===== src/rtl/sim_stop_controller_pkg.sv =====
// Shared types and defaults for the simulation stop controller.
package sim_stop_controller_pkg;

  typedef enum logic [1:0] {
    ST_IDLE  = 2'd0,
    ST_RUN   = 2'd1,
    ST_DRAIN = 2'd2,
    ST_STOP  = 2'd3
  } state_t;

  localparam int DEF_NUM_CH  = 2;
  localparam int DEF_CNT_W   = 16;
  localparam int DEF_TIMEOUT = 1000;
  localparam int DEF_DRAIN   = 4;

  // A run passes only when every channel finished, nothing failed and it did not time out.
  function automatic logic calc_pass(input logic all_done, input logic any_fail,
                                     input logic timed_out);
    return all_done & ~any_fail & ~timed_out;
  endfunction

endpackage


===== src/rtl/sim_stop_controller_if.sv =====
// Monitor/verdict bundle between the test harness and the stop controller.
interface sim_stop_controller_if
  import sim_stop_controller_pkg::*;
#(
  parameter int NUM_CH = DEF_NUM_CH,
  parameter int CNT_W  = DEF_CNT_W
);
  // No valid/ready pairs: start, ch_done and ch_fail are sampled on every rising
  // clock edge as levels (a one-cycle pulse counts); all outputs are registered.
  logic              start;
  logic [NUM_CH-1:0] ch_done;
  logic [NUM_CH-1:0] ch_fail;
  logic              busy;
  logic              stop;
  logic              pass;
  logic              fail;
  logic              timed_out;
  logic [NUM_CH-1:0] done_mask;
  logic [NUM_CH-1:0] fail_mask;
  logic [CNT_W-1:0]  cycle_count;

  modport master (
    output start, ch_done, ch_fail,
    input  busy, stop, pass, fail, timed_out, done_mask, fail_mask, cycle_count
  );

  modport slave (
    input  start, ch_done, ch_fail,
    output busy, stop, pass, fail, timed_out, done_mask, fail_mask, cycle_count
  );
endinterface


===== src/rtl/sim_stop_controller_flags.sv =====
// sticky_flag_bank: N set-only flags with a common enable and async clear.
module sticky_flag_bank #(
  parameter int N = 2
) (
  input  logic         clock,
  input  logic         reset,
  input  logic         en_i,
  input  logic [N-1:0] set_i,
  output logic [N-1:0] flags_o,
  output logic [N-1:0] flags_next_o
);
  logic [N-1:0] flags_q;
  logic [N-1:0] flags_d;

  always_comb begin
    flags_d = flags_q;
    if (en_i) flags_d = flags_q | set_i;
  end

  always_ff @(posedge clock or posedge reset) begin
    if (reset) flags_q <= '0;
    else       flags_q <= flags_d;
  end

  assign flags_o      = flags_q;
  // Next value lets the owner judge completion on the same edge the input arrives.
  assign flags_next_o = flags_d;
endmodule


===== src/rtl/sim_stop_controller.sv =====
// Watches per-channel done/fail flags, enforces a RUN-cycle limit and issues a stop request with a verdict.
module sim_stop_controller
  import sim_stop_controller_pkg::*;
#(
  parameter int NUM_CH  = DEF_NUM_CH,
  parameter int CNT_W   = DEF_CNT_W,
  parameter int TIMEOUT = DEF_TIMEOUT,
  parameter int DRAIN   = DEF_DRAIN
) (
  input  logic                  clock,
  input  logic                  reset,
  sim_stop_controller_if.slave  bus,
  output state_t                state_o
);
  localparam logic [CNT_W-1:0] TIMEOUT_LAST = CNT_W'((TIMEOUT > 0) ? TIMEOUT - 1 : 0);
  localparam logic [7:0]       DRAIN_LAST   = 8'((DRAIN > 0) ? DRAIN - 1 : 0);

  state_t            state_q, state_d;
  logic [7:0]        drain_cnt_q, drain_cnt_d;
  logic [CNT_W-1:0]  cycle_count_q, cycle_count_d;
  logic              busy_q, busy_d;
  logic              stop_q, stop_d;
  logic              pass_q, pass_d;
  logic              fail_q, fail_d;
  logic              timed_out_q, timed_out_d;

  logic              mask_en;
  logic [NUM_CH-1:0] done_mask, done_next;
  logic [NUM_CH-1:0] fail_mask, fail_next;
  logic              all_done, any_fail, timeout_hit;

  assign mask_en = (state_q == ST_RUN) || (state_q == ST_DRAIN);

  sticky_flag_bank #(.N(NUM_CH)) u_done_bank (
    .clock        (clock),
    .reset        (reset),
    .en_i         (mask_en),
    .set_i        (bus.ch_done),
    .flags_o      (done_mask),
    .flags_next_o (done_next)
  );

  sticky_flag_bank #(.N(NUM_CH)) u_fail_bank (
    .clock        (clock),
    .reset        (reset),
    .en_i         (mask_en),
    .set_i        (bus.ch_fail),
    .flags_o      (fail_mask),
    .flags_next_o (fail_next)
  );

  assign all_done    = &done_next;
  assign any_fail    = |fail_next;
  assign timeout_hit = (TIMEOUT != 0) && (cycle_count_q == TIMEOUT_LAST);

  always_comb begin
    state_d       = state_q;
    drain_cnt_d   = drain_cnt_q;
    cycle_count_d = cycle_count_q;
    busy_d        = busy_q;
    stop_d        = stop_q;
    pass_d        = pass_q;
    fail_d        = fail_q;
    timed_out_d   = timed_out_q;

    unique case (state_q)
      ST_IDLE: begin
        if (bus.start) begin
          state_d = ST_RUN;
          busy_d  = 1'b1;
        end
      end
      ST_RUN: begin
        if (cycle_count_q != '1) cycle_count_d = cycle_count_q + 1'b1;
        if (all_done || any_fail || timeout_hit) begin
          // Timeout only counts when it is the sole reason for leaving RUN.
          timed_out_d = timeout_hit & ~all_done & ~any_fail;
          if (DRAIN == 0) begin
            state_d = ST_STOP;
            busy_d  = 1'b0;
            stop_d  = 1'b1;
            fail_d  = any_fail;
            pass_d  = calc_pass(all_done, any_fail, timed_out_d);
          end else begin
            state_d     = ST_DRAIN;
            drain_cnt_d = '0;
          end
        end
      end
      ST_DRAIN: begin
        if (drain_cnt_q == DRAIN_LAST) begin
          state_d = ST_STOP;
          busy_d  = 1'b0;
          stop_d  = 1'b1;
          fail_d  = any_fail;
          pass_d  = calc_pass(all_done, any_fail, timed_out_q);
        end else begin
          drain_cnt_d = drain_cnt_q + 8'd1;
        end
      end
      ST_STOP: begin
      end
      default: state_d = ST_IDLE;
    endcase
  end

  always_ff @(posedge clock or posedge reset) begin
    if (reset) begin
      state_q       <= ST_IDLE;
      drain_cnt_q   <= '0;
      cycle_count_q <= '0;
      busy_q        <= 1'b0;
      stop_q        <= 1'b0;
      pass_q        <= 1'b0;
      fail_q        <= 1'b0;
      timed_out_q   <= 1'b0;
    end else begin
      state_q       <= state_d;
      drain_cnt_q   <= drain_cnt_d;
      cycle_count_q <= cycle_count_d;
      busy_q        <= busy_d;
      stop_q        <= stop_d;
      pass_q        <= pass_d;
      fail_q        <= fail_d;
      timed_out_q   <= timed_out_d;
    end
  end

  assign bus.busy        = busy_q;
  assign bus.stop        = stop_q;
  assign bus.pass        = pass_q;
  assign bus.fail        = fail_q;
  assign bus.timed_out   = timed_out_q;
  assign bus.done_mask   = done_mask;
  assign bus.fail_mask   = fail_mask;
  assign bus.cycle_count = cycle_count_q;
  assign state_o         = state_q;
endmodule

===== src/flat_wrapper.sv =====
// flat-port wrapper written by rule: the top's interface ports become plain ports
module sim_stop_controller_flat import sim_stop_controller_pkg::*;
#(
  parameter int NUM_CH  = DEF_NUM_CH,
  parameter int CNT_W   = DEF_CNT_W,
  parameter int TIMEOUT = DEF_TIMEOUT,
  parameter int DRAIN   = DEF_DRAIN
)
  (clock, reset, state_o, bus_start, bus_ch_done, bus_ch_fail, bus_busy, bus_stop, bus_pass, bus_fail, bus_timed_out, bus_done_mask, bus_fail_mask, bus_cycle_count);
  sim_stop_controller_if #(.NUM_CH(NUM_CH), .CNT_W(CNT_W)) bus_i ();
  input  logic clock;
  input  logic reset;
  output state_t state_o;
  input wire logic [$bits(bus_i.start)-1:0] bus_start;
  input wire logic [$bits(bus_i.ch_done)-1:0] bus_ch_done;
  input wire logic [$bits(bus_i.ch_fail)-1:0] bus_ch_fail;
  output wire logic [$bits(bus_i.busy)-1:0] bus_busy;
  output wire logic [$bits(bus_i.stop)-1:0] bus_stop;
  output wire logic [$bits(bus_i.pass)-1:0] bus_pass;
  output wire logic [$bits(bus_i.fail)-1:0] bus_fail;
  output wire logic [$bits(bus_i.timed_out)-1:0] bus_timed_out;
  output wire logic [$bits(bus_i.done_mask)-1:0] bus_done_mask;
  output wire logic [$bits(bus_i.fail_mask)-1:0] bus_fail_mask;
  output wire logic [$bits(bus_i.cycle_count)-1:0] bus_cycle_count;
  assign bus_i.start = bus_start;
  assign bus_i.ch_done = bus_ch_done;
  assign bus_i.ch_fail = bus_ch_fail;
  assign bus_busy = bus_i.busy;
  assign bus_stop = bus_i.stop;
  assign bus_pass = bus_i.pass;
  assign bus_fail = bus_i.fail;
  assign bus_timed_out = bus_i.timed_out;
  assign bus_done_mask = bus_i.done_mask;
  assign bus_fail_mask = bus_i.fail_mask;
  assign bus_cycle_count = bus_i.cycle_count;
  sim_stop_controller #(.NUM_CH(NUM_CH), .CNT_W(CNT_W), .TIMEOUT(TIMEOUT), .DRAIN(DRAIN)) u_core (.clock(clock), .reset(reset), .bus(bus_i), .state_o(state_o));
endmodule

===== config.mk =====
export PLATFORM = sky130hd
export DESIGN_NAME = sim_stop_controller_flat
export DESIGN_NICKNAME = d
export VERILOG_FILES = /design/src/rtl/sim_stop_controller_pkg.sv /design/src/rtl/sim_stop_controller_if.sv /design/src/rtl/sim_stop_controller_flags.sv /design/src/rtl/sim_stop_controller.sv /design/src/flat_wrapper.sv
export SDC_FILE = /design/constraint.sdc
export NUM_CORES = 1
export LEC_CHECK = 0
export CAP_MARGIN = 20
export CELL_PAD_IN_SITES_DETAIL_PLACEMENT = 1
export CELL_PAD_IN_SITES_GLOBAL_PLACEMENT = 1
export CORE_AREA = 2 2 71 73
export DETAILED_ROUTE_END_ITERATION = 8
export DIE_AREA = 0 0 73 75
export MAX_ROUTING_LAYER = met4
export PLACE_DENSITY = 0.76
export SLEW_MARGIN = 20
export SYNTH_ARGS = -nofsm -noshare
export SYNTH_HDL_FRONTEND = slang
export SYNTH_SLANG_ARGS = --single-unit
export TNS_END_PERCENT = 1

===== constraint.sdc =====
create_clock -name clock -period 3.02 [get_ports clock]
set_input_delay 0.906 -clock clock [delete_from_list [all_inputs] [get_ports clock]]
set_output_delay 0.906 -clock clock [all_outputs]
set_load 0.02 [all_outputs]

==> flow_summary.json, run 1 <==
{
  "port_buffers": 33,
  "antennaDiodeCount": 0,
  "critPathKind": "reg2reg",
  "yosysWarningCount": 0,
  "grt_pass1_wl_um": 7969,
  "r2r_start": "u_core.bus.cycle_count[0]$_DFFE_PP0P_",
  "drcViolationCount": 0,
  "drive_gt1_share_pct": 9.722,
  "ys_ff_latch": 35,
  "crit_fanout": 7,
  "rows": 25,
  "ys_seq_area_share_pct": 46.27,
  "ys.flop_type": "dfrtp_1",
  "area_growth_pct": 26.44,
  "tightestPinTransition_ns": 0.5642,
  "place_inst": 262,
  "firstDrtPassIters": 4,
  "vias_per_cell": 5.833,
  "gp_congestion": 0.8797,
  "tritoncts": "built",
  "powerDensity_mw_per_mm2": 757.8,
  "tns_ns": 0,
  "overflow": 0,
  "hold_viol_final": 0,
  "antenna_found_initial": 0,
  "rsz0062_at_grt": "no",
  "hold_slack_ns": 0.4748,
  "slowest_stage": "o41ai_4",
  "grt_usage_pct": 19.35,
  "min-delay-start": "u_core.bus.stop$_DFFE_PP0P_",
  "required_ns": 3.18,
  "drv_cap": 0,
  "cp_data_arrival_time_ns": 2.66,
  "fmax_mhz": 400.6,
  "netlist_area_sq_mm": 0.001893,
  "fin_skew_ns": 0.007892,
  "peakVddDrop_v": 0.0005163,
  "syn_avg_cell_area_sq_um": 10.70,
  "grt_max_degree": 36,
  "cts_resized": 0,
  "clock-sinks": 35,
  "leakage_nw": 1.000,
  "synth_cells": 177,
  "ios": 34,
  "drtAntennaViolNets": 0,
  "htreeDepth": 2,
  "max_stage_delay_ns": 0.57,
  "async_reset_ff_share_pct": 100.0,
  "cts_setup_buffers": 0,
  "crit_path_cell_trace": "ha_1 > or4b_4 > o41ai_4 > o22ai_1 > a221o_1",
  "grt_pass1_vias": 1683,
  "synth_nets": 191,
  "dr.first_iter.drc_count": 42,
  "final_cells": 270,
  "cp-startpoint": "u_core.bus.cycle_count[0]$_DFFE_PP0P_",
  "synth_edf_count": 0,
  "start_kind": "flop",
  "vias": 1575,
  "fin_nets": 229,
  "slew_viol_final": 0,
  "routedWlPerCell_um": 17.05,
  "dp_hpwl_um": 3364,
  "die_y_um": 75,
  "initial_core_util_pct": 40.62,
  "core_sq_mm": 0.004661,
  "timing.slew.headroom_pct": 62.39,
  "ctsHoldBuffers": 0,
  "finalCriticalPeriod_ns": 2.496,
  "hold_class": "reg2reg",
  "fp.dieArea_sq_mm": 0.005475,
  "root_buffer": "clkbuf_8",
  "clk_path_buf_depth": 2,
  "ys_types": 49,
  "setup.worst_path.end_class": "flop",
  "status": "finished, final reports clean",
  "clk_pin_slew_ns": 0.07,
  "period_share_pct": 82.65,
  "die_w_um": 73,
  "wl_um": 4603,
  "clkLatencyLatePin_ns": 0.28,
  "cts_buffers": 5,
  "setup_viol": 0
}
[cells in the mapped netlist, drive strengths merged (2+ instances only)]
master,number,area share [%]
a21o,2,0.79
a21oi,6,1.6
a221o,3,1.6
a32o,2,1.1
and3,7,2.4
and4,2,0.93
buf,2,0.99
clkbuf,2,0.59
dfrtp,35,46
ha,7,4.6
inv,9,1.8
mux2,3,1.8
mux2i,2,1.1
nand2,15,3.0
nand2b,2,0.66
nand3,6,1.6
nand4,9,3.3
nand4b,2,0.93
nor2,8,1.6
nor3,4,1.1
nor3b,3,1.2
nor4,3,0.99
nor4b,2,0.93
o211ai,3,1.5
o21ai,6,1.8
o41ai,2,1.9
or4,3,1.2
or4b,3,2.0
xnor2,14,6.5
[layout by cell type (no fill, tap or decap), types with 4 or more instances in the layout]
master / n
a21oi_1: 6
and3_1: 5
clkbuf_8: 6
clkdlybuf4s50_1: 33
dfrtp_1: 35
ha_1: 7
inv_1: 9
nand2_1: 15
nand3_1: 6
nand4_1: 8
nor2_1: 8
nor3_1: 4
xnor2_1: 14
[per-layer routing]
layer  up-vias  track usage, %  wire (um)
li1        728               -          -
met1       807           23.83       2063
met2        33           31.63       2314
met3         7           3.882        158
met4         0           6.996         67
met5         -               -          0
[critical path: cells and delay by family (launching register included)]
family	cells	cell delay, ns
flip-flops	1	0.43
AND/OR/NAND/NOR	1	0.52
AO/OA/AOI/OAI	3	1.14
adder cells (fa/ha/maj)	1	0.29
[per-stage QoR]
| stage | cell area, sq um | utilization, % | power [W] | worst slack [ns] |
|---|---|---|---|---|
| floorplan | 1893 | - | 0.001139 | 0.7140 |
| global placement | 2276 | 48.83 | 0.001369 | 0.3701 |
| detailed placement | 2276 | 48.83 | 0.001398 | 0.2373 |
| CTS | 2394 | 51.36 | 0.001834 | 0.5109 |
| global route | 2394 | 51.36 | 0.001934 | 0.3862 |
| finish | 2394 | 51.36 | 0.001814 | 0.5239 |
[where the power goes]
group | switching, W | internal, W
logic | 0.000405 | 0.000331
registers | 0.0000993 | 0.000550
clock network | 0.000162 | 0.000267
[flip-flops by register name (all words and copies together) (netlist names)]
signal and count:
u_core.bus.stop 1, u_core.u_fail_bank.flags_o 2, u_core.bus.timed_out 1, u_core.state_o 2, u_core.bus.busy 1, u_core.u_done_bank.flags_o 2, u_core.bus.fail 1, u_core.bus.pass 1
u_core.drain_cnt_q 8, u_core.bus.cycle_count 16
[area by class of cell]
class,instances,area (sq um)
repair buffers,35,345.3
flip-flops and latches,35,875.8
clock inverters,2,35.03
multi-input cells,129,953.4
inverters,9,33.78
fillers,514,2267
clock buffers,6,82.58
well taps,54,67.56
[logic make-up after synthesis]
kind of cell / after synthesis / synth area share [%]
compound gates: 29 / 12.76
xor+xnor: 15 / 6.940
fa+ha+maj: 7 / 4.626
buf+inv: 13 / 3.371
flops: 35 / 46.27
mux: 5 / 2.842
simple gates: 73 / 23.20
[final timing paths]
kind / cells after the start / to / slack, ns
worst max-delay path: 5 / u_core.drain_cnt_q[3]$_DFFE_PP0P_ / 0.52
worst min-delay path: 1 / u_core.bus.stop$_DFFE_PP0P_ / 0.47
worst max register to register: 5 / u_core.drain_cnt_q[3]$_DFFE_PP0P_ / 0.52
worst min register to register: 1 / u_core.bus.stop$_DFFE_PP0P_ / 0.47
max in group asynchronous: 3 / u_core.drain_cnt_q[0]$_DFFE_PP0P_ / 1.69
min in group asynchronous: 3 / u_core.bus.stop$_DFFE_PP0P_ / 1.01
Power figures use the tool's default switching activity.
==> run 2, diff against run 1 <==
--- a/config.mk
+++ b/config.mk
@@ -8,11 +8,11 @@
 export CAP_MARGIN = 20
 export CELL_PAD_IN_SITES_DETAIL_PLACEMENT = 1
 export CELL_PAD_IN_SITES_GLOBAL_PLACEMENT = 1
-export CORE_AREA = 2 2 71 73
+export CORE_AREA = 2 2 75 77
 export DETAILED_ROUTE_END_ITERATION = 8
-export DIE_AREA = 0 0 73 75
+export DIE_AREA = 0 0 77 79
 export MAX_ROUTING_LAYER = met4
-export PLACE_DENSITY = 0.76
+export PLACE_DENSITY = 0.71
 export SLEW_MARGIN = 20
 export SYNTH_ARGS = -nofsm -noshare
 export SYNTH_HDL_FRONTEND = slang
==> constraint.sdc (replaced) <==
create_clock -name clock -period 2.05 [get_ports clock]
set_input_delay 0.615 -clock clock [delete_from_list [all_inputs] [get_ports clock]]
set_output_delay 0.615 -clock clock [all_outputs]
set_load 0.02 [all_outputs]
==> flow_summary.json, run 2 (synthesis results as in run 1) <==
{
  "vias": 1667,
  "cts_buffers": 5,
  "fmax_mhz": 494.1,
  "tns_ns": 0,
  "hold_viol_final": 0,
  "clkLatencyLatePin_ns": 0.29,
  "die_y_um": 79,
  "port_buffers": 33,
  "clk_path_buf_depth": 2,
  "vias_per_cell": 5.226,
  "multiInputGateArea_sq_um": 998.5,
  "drive_gt1_share_pct": 27.53,
  "clock-sinks": 35,
  "dp_hpwl_um": 3663,
  "drcViolationCount": 0,
  "overflow": 0,
  "cp_data_arrival_time_ns": 2.20,
  "required_ns": 2.23,
  "firstDrtPassIters": 4,
  "largest_reg_flops": 16,
  "grt_max_degree": 36,
  "root_buffer": "clkbuf_8",
  "finalCriticalPeriod_ns": 2.024,
  "place_inst": 309,
  "layout_common_cells": "32 x buf_4, 28 x clkdlybuf4s50_1, 27 x dfrtp_1",
  "slowest_stage": "or4b_4",
  "powerDensity_mw_per_mm2": 1078,
  "core_sq_mm": 0.005338,
  "setup.worst_path.end_class": "flop",
  "status": "finished, final reports clean",
  "grt_pass1_vias": 1734,
  "gp_congestion": 0.8178,
  "wl_um": 5201,
  "leakage_nw": 1.232,
  "drv_cap": 0,
  "crit_path_cell_trace": "or4b_4 > o41ai_4 > buf_4 > o22ai_1 > a221o_1",
  "netSwitchingFraction_pct": 37.84,
  "rows": 27,
  "grt_pass1_wl_um": 8680,
  "ios": 34,
  "rsz0062_at_grt": "yes",
  "p_comb_share_pct": 51.0,
  "critPathKind": "reg2reg",
  "htreeDepth": 2,
  "crit_fanout": 6,
  "register_area_sq_um": 885.9,
  "drtAntennaViolNets": 0,
  "period_share_pct": 98.73,
  "p_switching_w": 0.001102,
  "area_growth_pct": 42.76,
  "sequentialPowerShare_pct": 30.7,
  "setup_viol": 0,
  "hold_class": "reg2reg",
  "tritoncts": "built",
  "max_stage_delay_ns": 0.56,
  "antenna_found_initial": 0,
  "slew_viol_final": 0,
  "start_kind": "flop",
  "initial_core_util_pct": 35.47,
  "peakVddDrop_v": 0.0007370,
  "fin_nets": 260,
  "fp.dieArea_sq_mm": 0.006083,
  "layout_commonest_cell": "buf_4",
  "final_cells": 319,
  "fillers": 630,
  "fin_skew_ns": 0.006429,
  "die_w_um": 77,
  "clk_pin_slew_ns": 0.08,
  "dr.first_iter.drc_count": 102,
  "antennaDiodeCount": 0,
  "p_int_w": 0.001811,
  "routedWlPerCell_um": 16.30,
  "grt_usage_pct": 18.56,
  "pwr-share-clk_pct": 18.3,
  "timing.slew.headroom_pct": 64.91,
  "tightestPinTransition_ns": 0.5190
}
run 2: worst paths after layout:
check / start / endpoint / slack [ns] / cells after the start
hold reg to reg: u_core.bus.stop$_DFFE_PP0P_ / u_core.bus.stop$_DFFE_PP0P_ / 0.47 / 1
hold / removal: u_core.bus.stop$_DFFE_PP0P_ / u_core.bus.stop$_DFFE_PP0P_ / 0.47 / 1
min in group asynchronous: reset / u_core.bus.fail$_DFFE_PP0P_ / 0.66 / 3
max in group asynchronous: reset / u_core.bus.cycle_count[12]$_DFFE_PP0P_ / 1.18 / 3
setup reg to reg: u_core.bus.cycle_count[12]$_DFFE_PP0P_ / u_core.drain_cnt_q[3]$_DFFE_PP0P_ / 0.03 / 5
setup / recovery: u_core.bus.cycle_count[12]$_DFFE_PP0P_ / u_core.drain_cnt_q[3]$_DFFE_PP0P_ / 0.03 / 5
run 2: metrics by stage:
stage | hold slack, ns | worst slack [ns] | utilization [%] | instance area [sq um] | power (W)
after floorplan | 0.5150 | -0.05911 | - | 1916 | 0.001711
after global placement | 0.4602 | -0.2264 | 47.80 | 2551 | 0.002271
after detailed placement | 0.4553 | -0.2601 | 47.80 | 2551 | 0.002308
after CTS | 0.4833 | 0.0001228 | 49.84 | 2660 | 0.002876
after global routing | 0.4917 | -0.03795 | 50.63 | 2703 | 0.003099
final | 0.4715 | 0.02612 | 50.63 | 2703 | 0.002913
run 2: worst max-delay path: cells and delay by family (launching register included):
kind | cells | cell delay, ns
buffers and inverters | 1 | 0.19
AOI/OAI and AO/OA | 3 | 0.75
DFF | 1 | 0.42
and+or+nand+nor | 1 | 0.56
run 2: final cells by class:
type,instances,area share (%)
clock buffer,7,3.194
clock inverter,1,0.1852
inverter,9,1.250
multi-input combinational,129,36.94
sequential,35,32.78
tap,72,3.333
timing repair buffer,66,22.31
run 2: power groups by stage:
stage	clock, W	combinational [W]	sequential, W
6_report	0.000533	0.00149	0.000893
5_1_grt	0.000570	0.00162	0.000912
4_1_cts	0.000539	0.00144	0.000896
3_5_place_dp	0	0.00140	0.000906
3_3_place_gp	0	0.00137	0.000901
2_1_floorplan	0	0.000635	0.00108
run 2: metal layers:
layer	GRT usage, %	up-vias	share of wire (%)
met4	6.786	0	2.3
li1	-	790	-
met3	3.523	13	2.8
met1	23.97	832	47
met5	-	-	0
met2	29.39	32	48
run 2: repair_timing:
action,4_1_cts,5_1_grt
pin swaps,1,1
gates resized for setup,2,11
setup buffers,1,1
hold endpoints to repair,0,0
endpoints found under the setup margin,4,12
hold buffers,0,0
